**config.mk**
```make
export PLATFORM = sky130hd
export DESIGN_NAME = scpad_dram_xfer_engine
export DESIGN_NICKNAME = d
export VERILOG_FILES = /design/src/rtl/scpad_dram_xfer_engine.sv
export SDC_FILE = /design/constraint.sdc
export NUM_CORES = 2
export LEC_CHECK = 0
export BUFFER_PORTS_ARGS = -buffer_cell sky130_fd_sc_hd__buf_2
export CAP_MARGIN = 20
export CORE_AREA = 2 2 509 511
export CTS_CLUSTER_DIAMETER = 80
export DETAILED_ROUTE_END_ITERATION = 12
export DIE_AREA = 0 0 511 513
export MAX_ROUTING_LAYER = met4
export PLACE_DENSITY = 0.39
export SYNTH_ARGS = -nofsm -noshare
export SYNTH_HDL_FRONTEND = slang
export SYNTH_SLANG_ARGS = --single-unit
```
**constraint.sdc**
```tcl
create_clock -name clk -period 3.51 [get_ports clk]
set_input_delay 0.351 -clock clk [delete_from_list [all_inputs] [get_ports clk]]
set_output_delay 0.351 -clock clk [all_outputs]
set_load 0.02 [all_outputs]
```
**src/rtl/scpad_dram_xfer_engine.sv**
```systemverilog
// scpad_dram_xfer_engine: moves whole scratchpad rows to and from DRAM,
// splitting rows into tagged beats and retiring load rows in order.
module scpad_dram_xfer_engine #(
   parameter int ROW_BYTES    = 64,
   parameter int BEAT_BYTES   = 8,
   parameter int ELEM_BYTES   = 2,
   parameter int MAX_ROWS     = 32,
   parameter int NUM_ROW_BUFS = 2,
   parameter int DRAM_ADDR_W  = 32,
   parameter int SPAD_ADDR_W  = 20,
   parameter int ID_W         = 8,
   localparam int BEATS  = ROW_BYTES / BEAT_BYTES,
   localparam int EPB    = BEAT_BYTES / ELEM_BYTES,
   localparam int ROW_W  = $clog2(MAX_ROWS),
   localparam int BEAT_W = $clog2(BEATS),
   localparam int COLS_W = $clog2(ROW_BYTES / ELEM_BYTES) + 1,
   localparam int NB_W   = $clog2(BEAT_BYTES) + 1
) (
   input  logic                     clk,
   input  logic                     n_rst,
   input  logic                     cmd_valid,
   output logic                     cmd_ready,
   input  logic                     cmd_write,
   input  logic [DRAM_ADDR_W-1:0]   cmd_dram_addr,
   input  logic [SPAD_ADDR_W-1:0]   cmd_spad_addr,
   input  logic [ROW_W:0]           cmd_num_rows,
   input  logic [COLS_W-1:0]        cmd_num_cols,
   output logic                     done,
   output logic                     err,
   output logic                     dram_req_valid,
   input  logic                     dram_req_ready,
   output logic                     dram_req_write,
   output logic [ID_W-1:0]          dram_req_id,
   output logic [DRAM_ADDR_W-1:0]   dram_req_addr,
   output logic [NB_W-1:0]          dram_req_num_bytes,
   output logic [BEAT_BYTES*8-1:0]  dram_req_wdata,
   input  logic                     dram_res_valid,
   input  logic [ID_W-1:0]          dram_res_id,
   input  logic [BEAT_BYTES*8-1:0]  dram_res_rdata,
   output logic                     sram_req_valid,
   input  logic                     sram_req_ready,
   output logic                     sram_req_write,
   output logic [SPAD_ADDR_W-1:0]   sram_req_addr,
   output logic [ROW_W-1:0]         sram_req_row_id,
   output logic [ROW_BYTES*8-1:0]   sram_req_wdata,
   input  logic                     sram_res_valid,
   input  logic [ROW_BYTES*8-1:0]   sram_res_rdata
);

   localparam int ROW_ELEMS = ROW_BYTES / ELEM_BYTES;
   localparam int BEAT_BITS = BEAT_BYTES * 8;
   localparam int RB_W = (NUM_ROW_BUFS > 1) ? $clog2(NUM_ROW_BUFS) : 1;
   localparam logic [ROW_W:0] NBUF = (ROW_W+1)'(NUM_ROW_BUFS);

   typedef enum logic [2:0] {
      IDLE, LD_RUN, ST_SRD, ST_WAIT, ST_DWR, DONE
   } state_t;

   state_t state, nxt;

   logic [DRAM_ADDR_W-1:0] dbase;
   logic [SPAD_ADDR_W-1:0] sbase;
   logic [ROW_W:0]         nrows, irow, rrow;
   logic [COLS_W-1:0]      ncols;
   logic [BEAT_W:0]        nbeats;
   logic [BEAT_W-1:0]      ibeat;
   logic [ROW_BYTES*8-1:0] buf_data [NUM_ROW_BUFS];
   logic [BEATS-1:0]       buf_vld  [NUM_ROW_BUFS];

   logic [COLS_W-1:0]      cols_clip;
   logic [BEAT_W:0]        beats_calc;
   logic [RB_W-1:0]        rbuf, res_buf;
   logic [ROW_W-1:0]       res_row;
   logic [BEAT_W-1:0]      res_beat;
   logic [ROW_W:0]         res_row_x;
   logic [ROW_W:0]         srow_sel;
   logic                   res_ok, can_iss, ret_ok, last_beat;
   logic                   iss_fire, ret_fire;
   logic [BEATS-1:0]       beat_mask;
   logic [ROW_BYTES*8-1:0] byte_mask;
   logic [DRAM_ADDR_W-1:0] beat_addr;
   logic [SPAD_ADDR_W-1:0] row_saddr;

   assign cols_clip = (cmd_num_cols > COLS_W'(ROW_ELEMS)) ?
                      COLS_W'(ROW_ELEMS) : cmd_num_cols;
   assign beats_calc = (BEAT_W+1)'((cols_clip + COLS_W'(EPB-1)) / COLS_W'(EPB));

   assign rbuf      = RB_W'(rrow % NUM_ROW_BUFS);
   assign res_row   = dram_res_id[ROW_W+BEAT_W-1:BEAT_W];
   assign res_beat  = dram_res_id[BEAT_W-1:0];
   assign res_row_x = {1'b0, res_row};
   assign res_buf   = RB_W'(res_row % NUM_ROW_BUFS);

   // a response must target an open row window slot not yet filled
   assign res_ok = ((dram_res_id >> (ROW_W + BEAT_W)) == '0)
                && (res_row_x >= rrow) && (res_row_x <= irow)
                && ((res_row_x - rrow) < NBUF) && (res_row_x < nrows)
                && ({1'b0, res_beat} < nbeats)
                && !buf_vld[res_buf][res_beat];

   assign can_iss = (state == LD_RUN) && (irow < nrows)
                 && ((irow - rrow) < NBUF);
   assign ret_ok  = (state == LD_RUN) && (rrow < nrows)
                 && (&(buf_vld[rbuf] | ~beat_mask));
   assign last_beat = ({1'b0, ibeat} == nbeats - (BEAT_W+1)'(1));
   assign iss_fire  = dram_req_valid && dram_req_ready;
   assign ret_fire  = ret_ok && sram_req_ready;

   assign beat_addr = dbase
                    + DRAM_ADDR_W'(irow) * DRAM_ADDR_W'(ROW_BYTES)
                    + DRAM_ADDR_W'(ibeat) * DRAM_ADDR_W'(BEAT_BYTES);
   assign srow_sel  = (state == LD_RUN) ? rrow : irow;
   assign row_saddr = sbase + SPAD_ADDR_W'(srow_sel) * SPAD_ADDR_W'(ROW_BYTES);

   // which beats a row needs and which bytes of a row are live
   always_comb begin
      beat_mask = '0;
      byte_mask = '0;
      for (int i = 0; i < BEATS; i++)
         beat_mask[i] = (i < int'(nbeats));
      for (int i = 0; i < ROW_BYTES; i++)
         byte_mask[i*8 +: 8] = (i < int'(ncols) * ELEM_BYTES) ? 8'hFF : 8'h00;
   end

   // next state and request outputs
   always_comb begin
      nxt                = state;
      cmd_ready          = 1'b0;
      done               = 1'b0;
      dram_req_valid     = 1'b0;
      dram_req_write     = 1'b0;
      dram_req_id        = '0;
      dram_req_addr      = '0;
      dram_req_num_bytes = '0;
      dram_req_wdata     = '0;
      sram_req_valid     = 1'b0;
      sram_req_write     = 1'b0;
      sram_req_addr      = '0;
      sram_req_row_id    = '0;
      sram_req_wdata     = '0;
      unique case (state)
         IDLE: begin
            cmd_ready = 1'b1;
            if (cmd_valid) begin
               if (cmd_num_rows == '0 || cmd_num_cols == '0) nxt = DONE;
               else if (cmd_write)                          nxt = ST_SRD;
               else                                         nxt = LD_RUN;
            end
         end
         LD_RUN: begin
            if (can_iss) begin
               dram_req_valid     = 1'b1;
               dram_req_id        = ID_W'({irow[ROW_W-1:0], ibeat});
               dram_req_addr      = beat_addr;
               dram_req_num_bytes = NB_W'(BEAT_BYTES);
            end
            if (ret_ok) begin
               sram_req_valid  = 1'b1;
               sram_req_write  = 1'b1;
               sram_req_addr   = row_saddr;
               sram_req_row_id = rrow[ROW_W-1:0];
               sram_req_wdata  = buf_data[rbuf] & byte_mask;
            end
            if (rrow == nrows) nxt = DONE;
         end
         ST_SRD: begin
            sram_req_valid  = 1'b1;
            sram_req_addr   = row_saddr;
            sram_req_row_id = irow[ROW_W-1:0];
            if (sram_req_ready) nxt = ST_WAIT;
         end
         ST_WAIT: begin
            if (sram_res_valid) nxt = ST_DWR;
         end
         ST_DWR: begin
            dram_req_valid     = 1'b1;
            dram_req_write     = 1'b1;
            dram_req_id        = ID_W'({irow[ROW_W-1:0], ibeat});
            dram_req_addr      = beat_addr;
            dram_req_num_bytes = NB_W'(BEAT_BYTES);
            dram_req_wdata     = buf_data[0][int'(ibeat)*BEAT_BITS +: BEAT_BITS];
            if (dram_req_ready && last_beat)
               nxt = (irow + (ROW_W+1)'(1) == nrows) ? DONE : ST_SRD;
         end
         DONE: begin
            done = 1'b1;
            nxt  = IDLE;
         end
         default: nxt = IDLE;
      endcase
   end

   // command latch, pointers, row buffers and sticky error
   always_ff @(posedge clk or negedge n_rst) begin
      if (!n_rst) begin
         state  <= IDLE;
         dbase  <= '0;
         sbase  <= '0;
         nrows  <= '0;
         ncols  <= '0;
         nbeats <= '0;
         irow   <= '0;
         ibeat  <= '0;
         rrow   <= '0;
         err    <= 1'b0;
         for (int i = 0; i < NUM_ROW_BUFS; i++) begin
            buf_data[i] <= '0;
            buf_vld[i]  <= '0;
         end
      end else begin
         state <= nxt;
         if (cmd_ready && cmd_valid) begin
            dbase  <= cmd_dram_addr;
            sbase  <= cmd_spad_addr;
            nrows  <= cmd_num_rows;
            ncols  <= cols_clip;
            nbeats <= beats_calc;
            irow   <= '0;
            ibeat  <= '0;
            rrow   <= '0;
            for (int i = 0; i < NUM_ROW_BUFS; i++)
               buf_vld[i] <= '0;
         end
         if (iss_fire) begin
            if (last_beat) begin
               ibeat <= '0;
               irow  <= irow + (ROW_W+1)'(1);
            end else begin
               ibeat <= ibeat + BEAT_W'(1);
            end
         end
         if (ret_fire) begin
            buf_vld[rbuf] <= '0;
            rrow          <= rrow + (ROW_W+1)'(1);
         end
         if (dram_res_valid) begin
            if (state == LD_RUN && res_ok) begin
               buf_data[res_buf][int'(res_beat)*BEAT_BITS +: BEAT_BITS] <= dram_res_rdata;
               buf_vld[res_buf][res_beat] <= 1'b1;
            end else begin
               err <= 1'b1;
            end
         end
         if (state == ST_WAIT && sram_res_valid)
            buf_data[0] <= sram_res_rdata;
      end
   end

endmodule

```
==> metrics.md <==
| Metric | Value |
|---|---|
| DR iter-0 viols | 5,003 |
| Hold Fails Final Rpt | 0 |
| RePlAce Congestion | 0.911 |
| Non-Filler Cell Area, Final | 93,000 um2 |
| Number of I/O pins | 1,308 |
| Final period util | 112% |
| Violated checks | negative setup slack |
| Hold slack | 0.0658 ns |
| Yosys reg bits | 1,127 |
| CTS sink count | 1,127 |
| Post-layout minimum cycle time | 3.92 ns |
| Final HPWL DP | 266,000 um |
| Crit path max fanout | 8 |
| Crit end category | primary output |
| Synth cell types | 66 |
| Rows | 186 |
| Largest net degree at the start of global routing | 96 |
| FF-to-FF setup slack | -0.25 ns |
| Crit Path Category | reg -> out |
| Slew Limit Fails | 0 |
| Initial Util | 24.0% |
| Worst-Margin Slew | 1.04 ns |
| Clk_lat worst skew | 0.82 ns |
| Worst ir drop on vdd | 0.000466 V |
| P_leak | 41.4 nW |
| Reg-to-reg critical path endpoint | buf_data[351] |
| Post-synthesis sequential area ratio | 45.8% |
| Layout cell share with drive strength beyond 1 | 35.4% |
| Vias/cell | 5.13 |
| Worst EP arrival | 3.57 ns |
| Worst hold path class | in -> async |
| Psw | 23.0 mW |
| Syn Area/Cell | 10.1 um2 |
| Switching Share | 39.6% |
| Clk slew on worst S/H paths | 0.05 ns |
| First-pass GRT wire length | 502,000 um |
| Async set or reset register ratio after synthesis | 100% |
| Combinational power share | 38.3% |
| Crit path launch | rrow[0] |
| Clock Skew | 0.0514 ns |
| Area Growth Syn to Fin | 51.2% |
| Setup-failing EPs final | 1,067 |
| Power Density | 626 nW/um2 |
| Internal | 35.2 mW |
| Number of global-route vias before repair | 61,075 |
| Setup ws final | -0.412 ns |
| Die area | 262,000 um2 |
| CP endpoint | sram_req_wdata[278] |
| Synth Warn # | 0 |
| DRC | 0 |
| Clk pwr share | 28.2% |
| Setup TNS | -154.39 ns |
| CTS Buffer Depth | 3 |
| CTS buffer count | 151 |
| Clock root buffer | clkbuf_16 |
| Die X | 511 um |
| Pwr Total | 58.3 mW |
| Mapped cell area | 61,500 um2 |
| FF-to-FF Start | rrow[0] |
| CTS H-tree depth | 4 |
| Grt ovf | 0 |
| Antenna Nets Post-Route | 0 |
| EDFF count, synth | 0 |
| Reg2reg path depth | 13 |
| Fillers | 25,886 |
| Synth Instances | 6,070 |
| Unrepaired setup endpoints after global routing | yes |
| Drt wl/cell | 31.5 um |
| Via count | 60,200 |
| TritonCTS clock tree | done |
| Startpoint Class | register |
| GRT Resource Usage Total | 27.7% |
| Required @ worst endpoint | 3.16 ns |
| Core footprint | 256,000 um2 |
| Top FF cell, synth | dfrtp_1 |
| Slew headroom | 30.6% |
| Status | finished with violations |
| Part of the power in registers | 33.4% |
| Placed cell area | 74,800 um2 |
| Maximum operating frequency | 0.255 GHz |
| Port bufs | 1,304 |
| WL final | 370,000 um |
| DRT Pass-1 Iters | 5 |
| Max cap viols | 0 |
| Antenna violations before repair | 71 |
| Nets@finish | 8,898 |
| Die height | 513 um |
==> cells by family after synthesis <==
group                      Yosys count  synth area share, %
other                                1              0.00609
xor gates and xnor gates            44                0.626
buffers and inverters              550                 3.83
muxes                             1275                 24.4
AOI/OAI and AO/OA                  678                 7.51
DFF                               1127                 45.8
adders and majority gates           59                 1.25
and+or+nand+nor                   2336                 16.6
==> registers in the layout, indices dropped and copies added, names as in the netlist, 3 cells and up <==
register / count
buf_vld: 16
irow: 6
ibeat: 3
nrows: 6
rrow: 6
sbase: 20
nbeats: 4
buf_data: 1024
state: 3
dbase: 32
ncols: 6
==> repair_timing <==
action / CTS / global route
setup endpoints to repair: 1341 / 1503
pin swaps: 37 / 215
resized for setup: 346 / 1062
hold buffers: 643 / 0
hold endpoints to repair: 998 / 0
cloned: 10 / 15
setup buffers: 32 / 74
==> cells in the final DEF (no fill, tap or decap), types with 11 or more instances in the layout <==
master         count
or3_1             32
buf_4            386
o211ai_1         374
nor2_1           389
a21o_1            19
nor2_2            48
nor3_1            24
mux2_2           324
clkbuf_8          22
and2_1            23
buf_2            960
buf_6            272
nand4_1           22
a21oi_1           90
clkbuf_16        169
ha_1              49
inv_1             48
nor2_4           277
diode_2           58
o21ai_0           80
clkinv_2          22
buf_12           153
nor2b_1           16
mux2_1           159
dfrtp_1         1121
nand2_1          771
xor2_1            20
xnor2_1           23
bufinv_16         16
dlygate4sd3_1    643
clkbuf_1          31
o21ai_4           13
mux2i_1          656
and3_1            71
mux4_2           131
o21a_1            11
nand3_1          590
==> cell usage after synthesis (11+ instances only) <==
| master | count | area [um2] |
|---|---|---|
| o21ai_0 | 90 | 450 |
| o21ai_1 | 13 | 65.1 |
| a21oi_1 | 99 | 495 |
| mux2i_1 | 661 | 6620 |
| o21a_1 | 12 | 90.1 |
| ha_1 | 55 | 688 |
| nand3_1 | 595 | 2980 |
| o21bai_1 | 17 | 128 |
| nand4_1 | 22 | 138 |
| nand2b_1 | 11 | 68.8 |
| buf_1 | 55 | 206 |
| o211ai_1 | 374 | 2810 |
| mux2_2 | 324 | 3650 |
| mux2_1 | 159 | 1790 |
| a21o_1 | 19 | 143 |
| nor3_1 | 25 | 125 |
| buf_2 | 21 | 105 |
| and3_1 | 76 | 475 |
| nand2_1 | 778 | 2920 |
| mux4_2 | 131 | 2950 |
| inv_1 | 55 | 206 |
| or3_1 | 34 | 213 |
| xnor2_1 | 24 | 210 |
| nor2_1 | 714 | 2680 |
| dfrtp_1 | 1127 | 28200 |
| xor2_1 | 20 | 175 |
| buf_4 | 23 | 173 |
| clkbuf_1 | 372 | 1400 |
| and2_1 | 24 | 150 |
| nor2b_1 | 17 | 106 |
| buf_6 | 24 | 270 |
==> power by group through the flow <==
stage / registers [mW] / logic (mW) / clock network [mW]
final: 19.5 / 22.3 / 16.4
after detailed placement: 19.6 / 19.6 / 0
after floorplan: 17.9 / 12.9 / 0
after global placement: 19.5 / 19.5 / 0
after CTS: 19.4 / 21.2 / 16.8
after global routing: 19.8 / 24.0 / 17.3
==> metrics by stage <==
stage	cells	setup slack, ns	utilization [%]
after CTS	11600	-0.504	34.5
after detailed placement	10649	-0.596	29.2
after global routing	11728	-0.531	36.3
after floorplan	6072	0.00702	-
final	11738	-0.412	36.3
after global placement	10648	-0.720	29.2
==> worst min path at each step <==
| stage | slack, ns | start | end | depth (start not counted) |
|---|---|---|---|---|
| floorplan | 0.06 | n_rst | buf_data[0] | 0 |
| global placement | 0.42 | n_rst | buf_data[729] | 1 |
| finish | 0.07 | n_rst | buf_data[537] | 2 |
| global route | 0.006 | sram_res_rdata[14] | buf_data[526] | 3 |
| detailed placement | 0.41 | n_rst | buf_data[537] | 1 |
| CTS | 0.0001 | cmd_write | state[1] | 5 |
==> cell type report <==
class / count / area [um2] / share of cell area, %
Clock inverter: 60 / 955 / 1.03
Timing Repair Buffer: 2452 / 21100 / 22.7
Clock buffer: 206 / 4250 / 4.57
Inverter: 55 / 220 / 0.237
Tap cell: 3384 / 4230 / 4.55
Antenna cell: 58 / 145 / 0.156
Sequential cell: 1127 / 28200 / 30.3
Multi-Input combinational cell: 4396 / 33900 / 36.4
==> per-layer routing <==
| metal | up-vias | global-route usage, % | wire length, um |
|---|---|---|---|
| met5 | - | - | 0 |
| met4 | 0 | 10.3 | 15700 |
| met3 | 517 | 4.21 | 21000 |
| met2 | 2500 | 43.0 | 170000 |
| met1 | 31224 | 36.5 | 163000 |
| li1 | 25959 | - | - |
==> worst max-delay path, stage by stage, from the launching register on <==
cell      delay, ns
dfrtp_4        0.50
buf_12         0.16
buf_6          0.12
mux2i_4        0.18
o21ai_2        0.07
a41oi_2        0.16
nor3b_4        0.27
nand2_2        0.11
clkinv_4       0.12
buf_12         0.14
o211ai_1       0.16
buf_4          0.24
buf_12         0.18
nor2_1         0.19
buf_4          0.18
Note: power is estimated with default switching activity, not from simulation.
